File: config.mk
export PLATFORM = sky130hd
export DESIGN_NAME = dmem_arbiter_flat
export DESIGN_NICKNAME = d
export VERILOG_FILES = /design/src/rtl/dmem_arbiter_if.sv /design/src/rtl/dmem_arbiter.sv /design/src/flat_wrapper.sv
export SDC_FILE = /design/constraint.sdc
export NUM_CORES = 1
export LEC_CHECK = 0
export ABC_AREA = 1
export BUFFER_PORTS_ARGS = -buffer_cell sky130_fd_sc_hd__buf_2
export CAP_MARGIN = 0
export CORE_AREA = 5 5 118 120
export CTS_CLUSTER_DIAMETER = 150
export CTS_CLUSTER_SIZE = 40
export DETAILED_ROUTE_END_ITERATION = 7
export DIE_AREA = 0 0 123 125
export PLACE_DENSITY = 0.68
export REMOVE_ABC_BUFFERS = 1
export SYNTH_ARGS = -nofsm -noshare
export SYNTH_HDL_FRONTEND = slang
export SYNTH_SLANG_ARGS = --single-unit
export TNS_END_PERCENT = 1
File: constraint.sdc
create_clock -name clk -period 3.4 [get_ports clk]
set_clock_uncertainty 0.1 [all_clocks]
set_input_delay 0.51 -clock clk [delete_from_list [all_inputs] [get_ports clk]]
set_output_delay 0.51 -clock clk [all_outputs]
set_load 0.01 [all_outputs]
File: src/rtl/dmem_arbiter_if.sv
// Bus bundle between the CPU memory stage, the DMA/IO requester and the data memory.
// The arbiter takes the slave view; the surrounding datapath/bench takes the master view.
interface dmem_arbiter_if #(
  parameter int ADDR_W = 32,
  parameter int DATA_W = 32
);
  logic              cpu_req;
  logic              cpu_we;
  logic [ADDR_W-1:0] cpu_addr;
  logic [DATA_W-1:0] cpu_wdata;
  logic [2:0]        cpu_width;
  logic [DATA_W-1:0] cpu_rdata;
  logic              cpu_stall;

  // DMA handshake: a request transfers in a cycle where dma_valid & dma_ready.
  // While dma_valid & !dma_ready the fields are held stable; valid may drop without a transfer.
  logic              dma_valid;
  logic              dma_we;
  logic [ADDR_W-1:0] dma_addr;
  logic [DATA_W-1:0] dma_wdata;
  logic [2:0]        dma_width;
  logic              dma_ready;
  logic              dma_rvalid;
  logic [DATA_W-1:0] dma_rdata;

  logic              mem_en;
  logic              mem_we;
  logic [ADDR_W-1:0] mem_addr;
  logic [DATA_W-1:0] mem_wdata;
  logic [2:0]        mem_width;
  logic [DATA_W-1:0] mem_rdata;

  logic [1:0]        arb_state;

  modport slave (
    input  cpu_req, cpu_we, cpu_addr, cpu_wdata, cpu_width,
    input  dma_valid, dma_we, dma_addr, dma_wdata, dma_width,
    input  mem_rdata,
    output cpu_rdata, cpu_stall,
    output dma_ready, dma_rvalid, dma_rdata,
    output mem_en, mem_we, mem_addr, mem_wdata, mem_width,
    output arb_state
  );

  modport master (
    output cpu_req, cpu_we, cpu_addr, cpu_wdata, cpu_width,
    output dma_valid, dma_we, dma_addr, dma_wdata, dma_width,
    output mem_rdata,
    input  cpu_rdata, cpu_stall,
    input  dma_ready, dma_rvalid, dma_rdata,
    input  mem_en, mem_we, mem_addr, mem_wdata, mem_width,
    input  arb_state
  );
endinterface

File: src/rtl/dmem_arbiter.sv
// Data-memory port arbiter: CPU memory stage has fixed priority over DMA, with DMA
// starvation bounded by MAX_CPU_BURST consecutive CPU grants. One read in flight.
module dmem_arbiter #(
  parameter int ADDR_W        = 32,
  parameter int DATA_W        = 32,
  parameter int RD_LAT        = 2,
  parameter int MAX_CPU_BURST = 4
) (
  input logic           clk,
  input logic           rst,
  dmem_arbiter_if.slave bus
);

  if (RD_LAT < 1 || RD_LAT > 4 || MAX_CPU_BURST < 1 || MAX_CPU_BURST > 15) begin : g_bad_param
    $error("dmem_arbiter: RD_LAT must be 1..4 and MAX_CPU_BURST 1..15");
  end

  typedef enum logic [1:0] {
    IDLE   = 2'd0,
    RD_CPU = 2'd1,
    RD_DMA = 2'd2
  } state_t;

  localparam logic [3:0] MAX_C  = 4'(MAX_CPU_BURST);
  localparam logic [2:0] LAT_M1 = 3'(RD_LAT - 1);

  state_t            state_q, state_d;
  logic [2:0]        cnt_q, cnt_d;
  logic [3:0]        starve_q, starve_d;
  logic [DATA_W-1:0] dma_rdata_q, dma_rdata_d;

  logic rd_done, cpu_rd_done, dma_rd_done;
  logic can_issue, cpu_live, sel_cpu, sel_dma, issue_we;

  always_comb begin
    rd_done     = (state_q != IDLE) && (cnt_q == 3'd0);
    cpu_rd_done = (state_q == RD_CPU) && (cnt_q == 3'd0);
    dma_rd_done = (state_q == RD_DMA) && (cnt_q == 3'd0);
    can_issue   = (state_q == IDLE) || rd_done;
    // A CPU read is finished in its completion cycle even though cpu_req is still high.
    cpu_live    = bus.cpu_req && !cpu_rd_done;
    sel_dma     = can_issue && bus.dma_valid && (!cpu_live || (starve_q == MAX_C));
    sel_cpu     = can_issue && cpu_live && !sel_dma;
    issue_we    = sel_dma ? bus.dma_we : bus.cpu_we;

    state_d = state_q;
    cnt_d   = cnt_q;
    if (state_q != IDLE) begin
      if (rd_done) state_d = IDLE;
      else         cnt_d   = cnt_q - 3'd1;
    end
    if ((sel_cpu || sel_dma) && !issue_we) begin
      state_d = sel_dma ? RD_DMA : RD_CPU;
      cnt_d   = LAT_M1;
    end

    starve_d = starve_q;
    if (!bus.dma_valid || sel_dma)        starve_d = 4'd0;
    else if (sel_cpu && starve_q < MAX_C) starve_d = starve_q + 4'd1;

    dma_rdata_d = dma_rd_done ? bus.mem_rdata : dma_rdata_q;
  end

  always_ff @(posedge clk) begin
    if (!rst) begin
      state_q     <= IDLE;
      cnt_q       <= 3'd0;
      starve_q    <= 4'd0;
      dma_rdata_q <= '0;
    end else begin
      state_q     <= state_d;
      cnt_q       <= cnt_d;
      starve_q    <= starve_d;
      dma_rdata_q <= dma_rdata_d;
    end
  end

  // Outputs are forced quiet during reset so an in-flight read cannot leak a completion.
  always_comb begin
    bus.mem_en     = 1'b0;
    bus.mem_we     = 1'b0;
    bus.mem_addr   = '0;
    bus.mem_wdata  = '0;
    bus.mem_width  = 3'd0;
    bus.dma_ready  = 1'b0;
    bus.dma_rvalid = 1'b0;
    bus.dma_rdata  = '0;
    bus.cpu_stall  = 1'b0;
    bus.cpu_rdata  = '0;
    bus.arb_state  = state_q;
    if (rst) begin
      if (sel_dma) begin
        bus.mem_en    = 1'b1;
        bus.mem_we    = bus.dma_we;
        bus.mem_addr  = bus.dma_addr;
        bus.mem_wdata = bus.dma_wdata;
        bus.mem_width = bus.dma_width;
        bus.dma_ready = 1'b1;
      end else if (sel_cpu) begin
        bus.mem_en    = 1'b1;
        bus.mem_we    = bus.cpu_we;
        bus.mem_addr  = bus.cpu_addr;
        bus.mem_wdata = bus.cpu_wdata;
        bus.mem_width = bus.cpu_width;
      end
      bus.dma_rvalid = dma_rd_done;
      bus.dma_rdata  = dma_rdata_d;
      bus.cpu_stall  = bus.cpu_req && !((sel_cpu && bus.cpu_we) || cpu_rd_done);
      if (cpu_rd_done) bus.cpu_rdata = bus.mem_rdata;
    end
  end

endmodule

File: src/flat_wrapper.sv
// flat-port wrapper written by rule: the top's interface ports become plain ports
module dmem_arbiter_flat 
#(
  parameter int ADDR_W        = 32,
  parameter int DATA_W        = 32,
  parameter int RD_LAT        = 2,
  parameter int MAX_CPU_BURST = 4
)
  (clk, rst, bus_cpu_req, bus_cpu_we, bus_cpu_addr, bus_cpu_wdata, bus_cpu_width, bus_dma_valid, bus_dma_we, bus_dma_addr, bus_dma_wdata, bus_dma_width, bus_mem_rdata, bus_cpu_rdata, bus_cpu_stall, bus_dma_ready, bus_dma_rvalid, bus_dma_rdata, bus_mem_en, bus_mem_we, bus_mem_addr, bus_mem_wdata, bus_mem_width, bus_arb_state);
  dmem_arbiter_if #(.ADDR_W(ADDR_W), .DATA_W(DATA_W)) bus_i ();
  input logic clk;
  input logic rst;
  input wire logic [$bits(bus_i.cpu_req)-1:0] bus_cpu_req;
  input wire logic [$bits(bus_i.cpu_we)-1:0] bus_cpu_we;
  input wire logic [$bits(bus_i.cpu_addr)-1:0] bus_cpu_addr;
  input wire logic [$bits(bus_i.cpu_wdata)-1:0] bus_cpu_wdata;
  input wire logic [$bits(bus_i.cpu_width)-1:0] bus_cpu_width;
  input wire logic [$bits(bus_i.dma_valid)-1:0] bus_dma_valid;
  input wire logic [$bits(bus_i.dma_we)-1:0] bus_dma_we;
  input wire logic [$bits(bus_i.dma_addr)-1:0] bus_dma_addr;
  input wire logic [$bits(bus_i.dma_wdata)-1:0] bus_dma_wdata;
  input wire logic [$bits(bus_i.dma_width)-1:0] bus_dma_width;
  input wire logic [$bits(bus_i.mem_rdata)-1:0] bus_mem_rdata;
  output wire logic [$bits(bus_i.cpu_rdata)-1:0] bus_cpu_rdata;
  output wire logic [$bits(bus_i.cpu_stall)-1:0] bus_cpu_stall;
  output wire logic [$bits(bus_i.dma_ready)-1:0] bus_dma_ready;
  output wire logic [$bits(bus_i.dma_rvalid)-1:0] bus_dma_rvalid;
  output wire logic [$bits(bus_i.dma_rdata)-1:0] bus_dma_rdata;
  output wire logic [$bits(bus_i.mem_en)-1:0] bus_mem_en;
  output wire logic [$bits(bus_i.mem_we)-1:0] bus_mem_we;
  output wire logic [$bits(bus_i.mem_addr)-1:0] bus_mem_addr;
  output wire logic [$bits(bus_i.mem_wdata)-1:0] bus_mem_wdata;
  output wire logic [$bits(bus_i.mem_width)-1:0] bus_mem_width;
  output wire logic [$bits(bus_i.arb_state)-1:0] bus_arb_state;
  assign bus_i.cpu_req = bus_cpu_req;
  assign bus_i.cpu_we = bus_cpu_we;
  assign bus_i.cpu_addr = bus_cpu_addr;
  assign bus_i.cpu_wdata = bus_cpu_wdata;
  assign bus_i.cpu_width = bus_cpu_width;
  assign bus_i.dma_valid = bus_dma_valid;
  assign bus_i.dma_we = bus_dma_we;
  assign bus_i.dma_addr = bus_dma_addr;
  assign bus_i.dma_wdata = bus_dma_wdata;
  assign bus_i.dma_width = bus_dma_width;
  assign bus_i.mem_rdata = bus_mem_rdata;
  assign bus_cpu_rdata = bus_i.cpu_rdata;
  assign bus_cpu_stall = bus_i.cpu_stall;
  assign bus_dma_ready = bus_i.dma_ready;
  assign bus_dma_rvalid = bus_i.dma_rvalid;
  assign bus_dma_rdata = bus_i.dma_rdata;
  assign bus_mem_en = bus_i.mem_en;
  assign bus_mem_we = bus_i.mem_we;
  assign bus_mem_addr = bus_i.mem_addr;
  assign bus_mem_wdata = bus_i.mem_wdata;
  assign bus_mem_width = bus_i.mem_width;
  assign bus_arb_state = bus_i.arb_state;
  dmem_arbiter #(.ADDR_W(ADDR_W), .DATA_W(DATA_W), .RD_LAT(RD_LAT), .MAX_CPU_BURST(MAX_CPU_BURST)) u_core (.clk(clk), .rst(rst), .bus(bus_i));
endmodule
==> impl_metrics.yaml <==
finish:
  diodes: 0
  final_common_cell: "buf_2"
  syn_to_final_growth_pct: 62.0
  drive_above_1_share: 0.486
  instances_no_fill: 946
  final_cell_mix: "308 x buf_2, 126 x nand2_1, 71 x o21ai_0, 50 x inv_1, 41 x dfxtp_1"
  fin_nets: 945
global_route:
  grt_usage: 0.147
  grt_pass1_wl_mm: 18.6
  grt_max_degree: 68
  first_global_vias: 3783
  grt-ovfl-total: 0
  antenna_found_initial: 0
worst_setup_path:
  crit_path_start: "u_core.cnt_q[0]"
  worst_setup_path_start_kind: "flip-flop"
  crit_family: "buffers and inverters"
  worst-endpoint-arrival_ps: 2480
  cp_num_buf_inv: 6
  cp_slowest_stage_delay_ps: 300
  r2r_start: "u_core.cnt_q[0]"
  worstSetupPathType: "reg -> out"
  cp.required_ps: 2790
  cp-end-kind: "output pin"
  crit_path_cell_trace: "inv_1 -> ha_1 -> ha_1 -> inv_2 -> nand2_2 -> nand2_4 -> nor2_4 -> nand2_4 -> inv_2 -> nand2_2 -> inv_4 -> buf_12 -> nand2_1 -> o21ai_0 -> buf_2"
  cp_max_fo: 52
  cpMaxStageDelayCell: "dfxtp_1"
die:
  fp-row-count: 42
  die_h_um: 125
  die_area_mm2: 0.0154
  start_util: 0.229
  num_io_pins: 310
  die_x_um: 123
  coreArea_mm2: 0.0129
placement:
  hpwl_mm: 9.95
  numPortBuffers: 309
  dp_cells: 938
  place.gp.congestion: 0.896
logic_synthesis:
  synth_top_cell_by_area: "dfxtp_1"
  synth_area_leaders: "dfxtp_1 28%, nand2_1 16%, o21ai_0 12%"
  synth-seq-cells: 41
  syn_avg_cell_area_um2: 6.13
  syn-instance-count: 481
  ys_types: 26
  ys_seq_area_frac: 0.278
  ys.warnings.count: 0
  yosys.area.top_type_share: 0.278
  syn_area_mm2: 0.00295
timing:
  period_minus_slack_ps: 3090
  maxSlewHeadroom: 0.778
  rsz0062_at_grt: "false"
  finalCritPeriodShare: 0.908
  hold_violations: 0
  final.setup.tns_ps: 0
  tightestPinTransition_ps: 333
  fmax_mhz: 324
  drv_slew: 0
  finalSetupViolations: 0
clock_network:
  postCtsHoldBufs: 0
  postCtsSetupBuffers: 0
  path_clk_slew_ps: 60
  cts_max_level: 2
  cts_buffer_depth: 2
  post_cts_resized: 0
  cts_tree: "built"
  clock-sinks: 41
  worstSkewPairLatency_ps: 280
  cts-buffers-inserted: 5
  root_buffer: "clkbuf_16"
job:
  max-cap-violations: 0
power_and_ir_drop:
  power.ir.vdd_worst_mv: 0.300
  p_leak_nw: 2.77
  power.density_mw_per_mm2: 322
routing:
  drt-vias-per-instance: 4.21
  route.vias.total: 3987
  wirelength_mm: 12.4
  drt_iter0_drc: 208
  wl_per_cell_um: 13.1
  ant_nets: 0
  first_pass_iters: 4
  drcViolationCount: 0
worst_hold_path:
  min_path_type: "reg -> reg"
  min_from: "u_core.starve_q[2]"
outcome:
  status: "completed"
-- layout make-up --
type	count	area (um^2)
inverters	54	205
well taps	176	220
repair buffers	316	1640
multi-input cells	351	1730
clock inverters	2	38.8
fillers	1404	8100
flip-flops and latches	41	821
clock buffers	6	129
-- registers in the layout (all words and copies together) (netlist names) --
name,cells
u_core.bus.arb_state,2
u_core.cnt_q,3
u_core.starve_q,4
u_core.dma_rdata_q,32
-- synth_stat cells (all sizes together) --
cell type  number
inv            54
nand3b          1
clkbuf         22
nor3            1
buf            13
o21ai         101
nand3           9
nor2           43
nand4           5
a21oi          36
nand2         150
ha              4
xor2            1
dfxtp          41
-- path summary, 6_finish.rpt --
check | to | slack [ps] | depth (start not counted)
worst max-delay path | bus_mem_width[2] | 310 | 15
worst min-delay path | u_core.starve_q[2] | 370 | 2
worst max register to register | u_core.cnt_q[1] | 1650 | 9
worst min register to register | u_core.starve_q[2] | 370 | 2
-- report_power, final --
part | internal (mW) | switching (mW)
sequential | 0.505 | 0.00750
combinational | 0.204 | 0.288
clock | 0.348 | 0.187
total | 1.06 | 0.482
-- cells by family (layout without fill, tap and decap cells) --
family,count (synthesis),after routing,synth area share
adders and majority gates,4,4,0.0170
buffers and inverters,89,378,0.138
and+or+nand+nor,209,209,0.305
DFF,41,41,0.278
xor gates and xnor gates,1,1,0.00297
AOI/OAI and AO/OA,137,137,0.258
-- layer usage --
layer	GRT usage	routed length (um)
met5	0	0
met1	0.195	5440
met2	0.244	5510
met4	0.0391	199
met3	0.0271	1210
-- stage by stage --
step | power (mW) | hold WS [ps] | instance area, um^2 | util | worst slack, ps
after CTS | 1.56 | 373 | 4780 | 0.371 | 291
after floorplan | 0.750 | 344 | 2750 | - | 508
final | 1.54 | 368 | 4780 | 0.371 | 313
after global placement | 1.02 | 359 | 4610 | 0.358 | 629
after detailed placement | 1.02 | 364 | 4610 | 0.358 | 611
after global routing | 1.64 | 391 | 4780 | 0.371 | 79.8
-- worst register-to-register path: cells and delay by family (launching register included) --
kind / cells / cell delay [ps]
and+or+nand+nor: 6 / 760
adders and majority gates: 2 / 410
DFF: 1 / 310
buffers and inverters: 1 / 60
(Power assumes the default switching activity.)
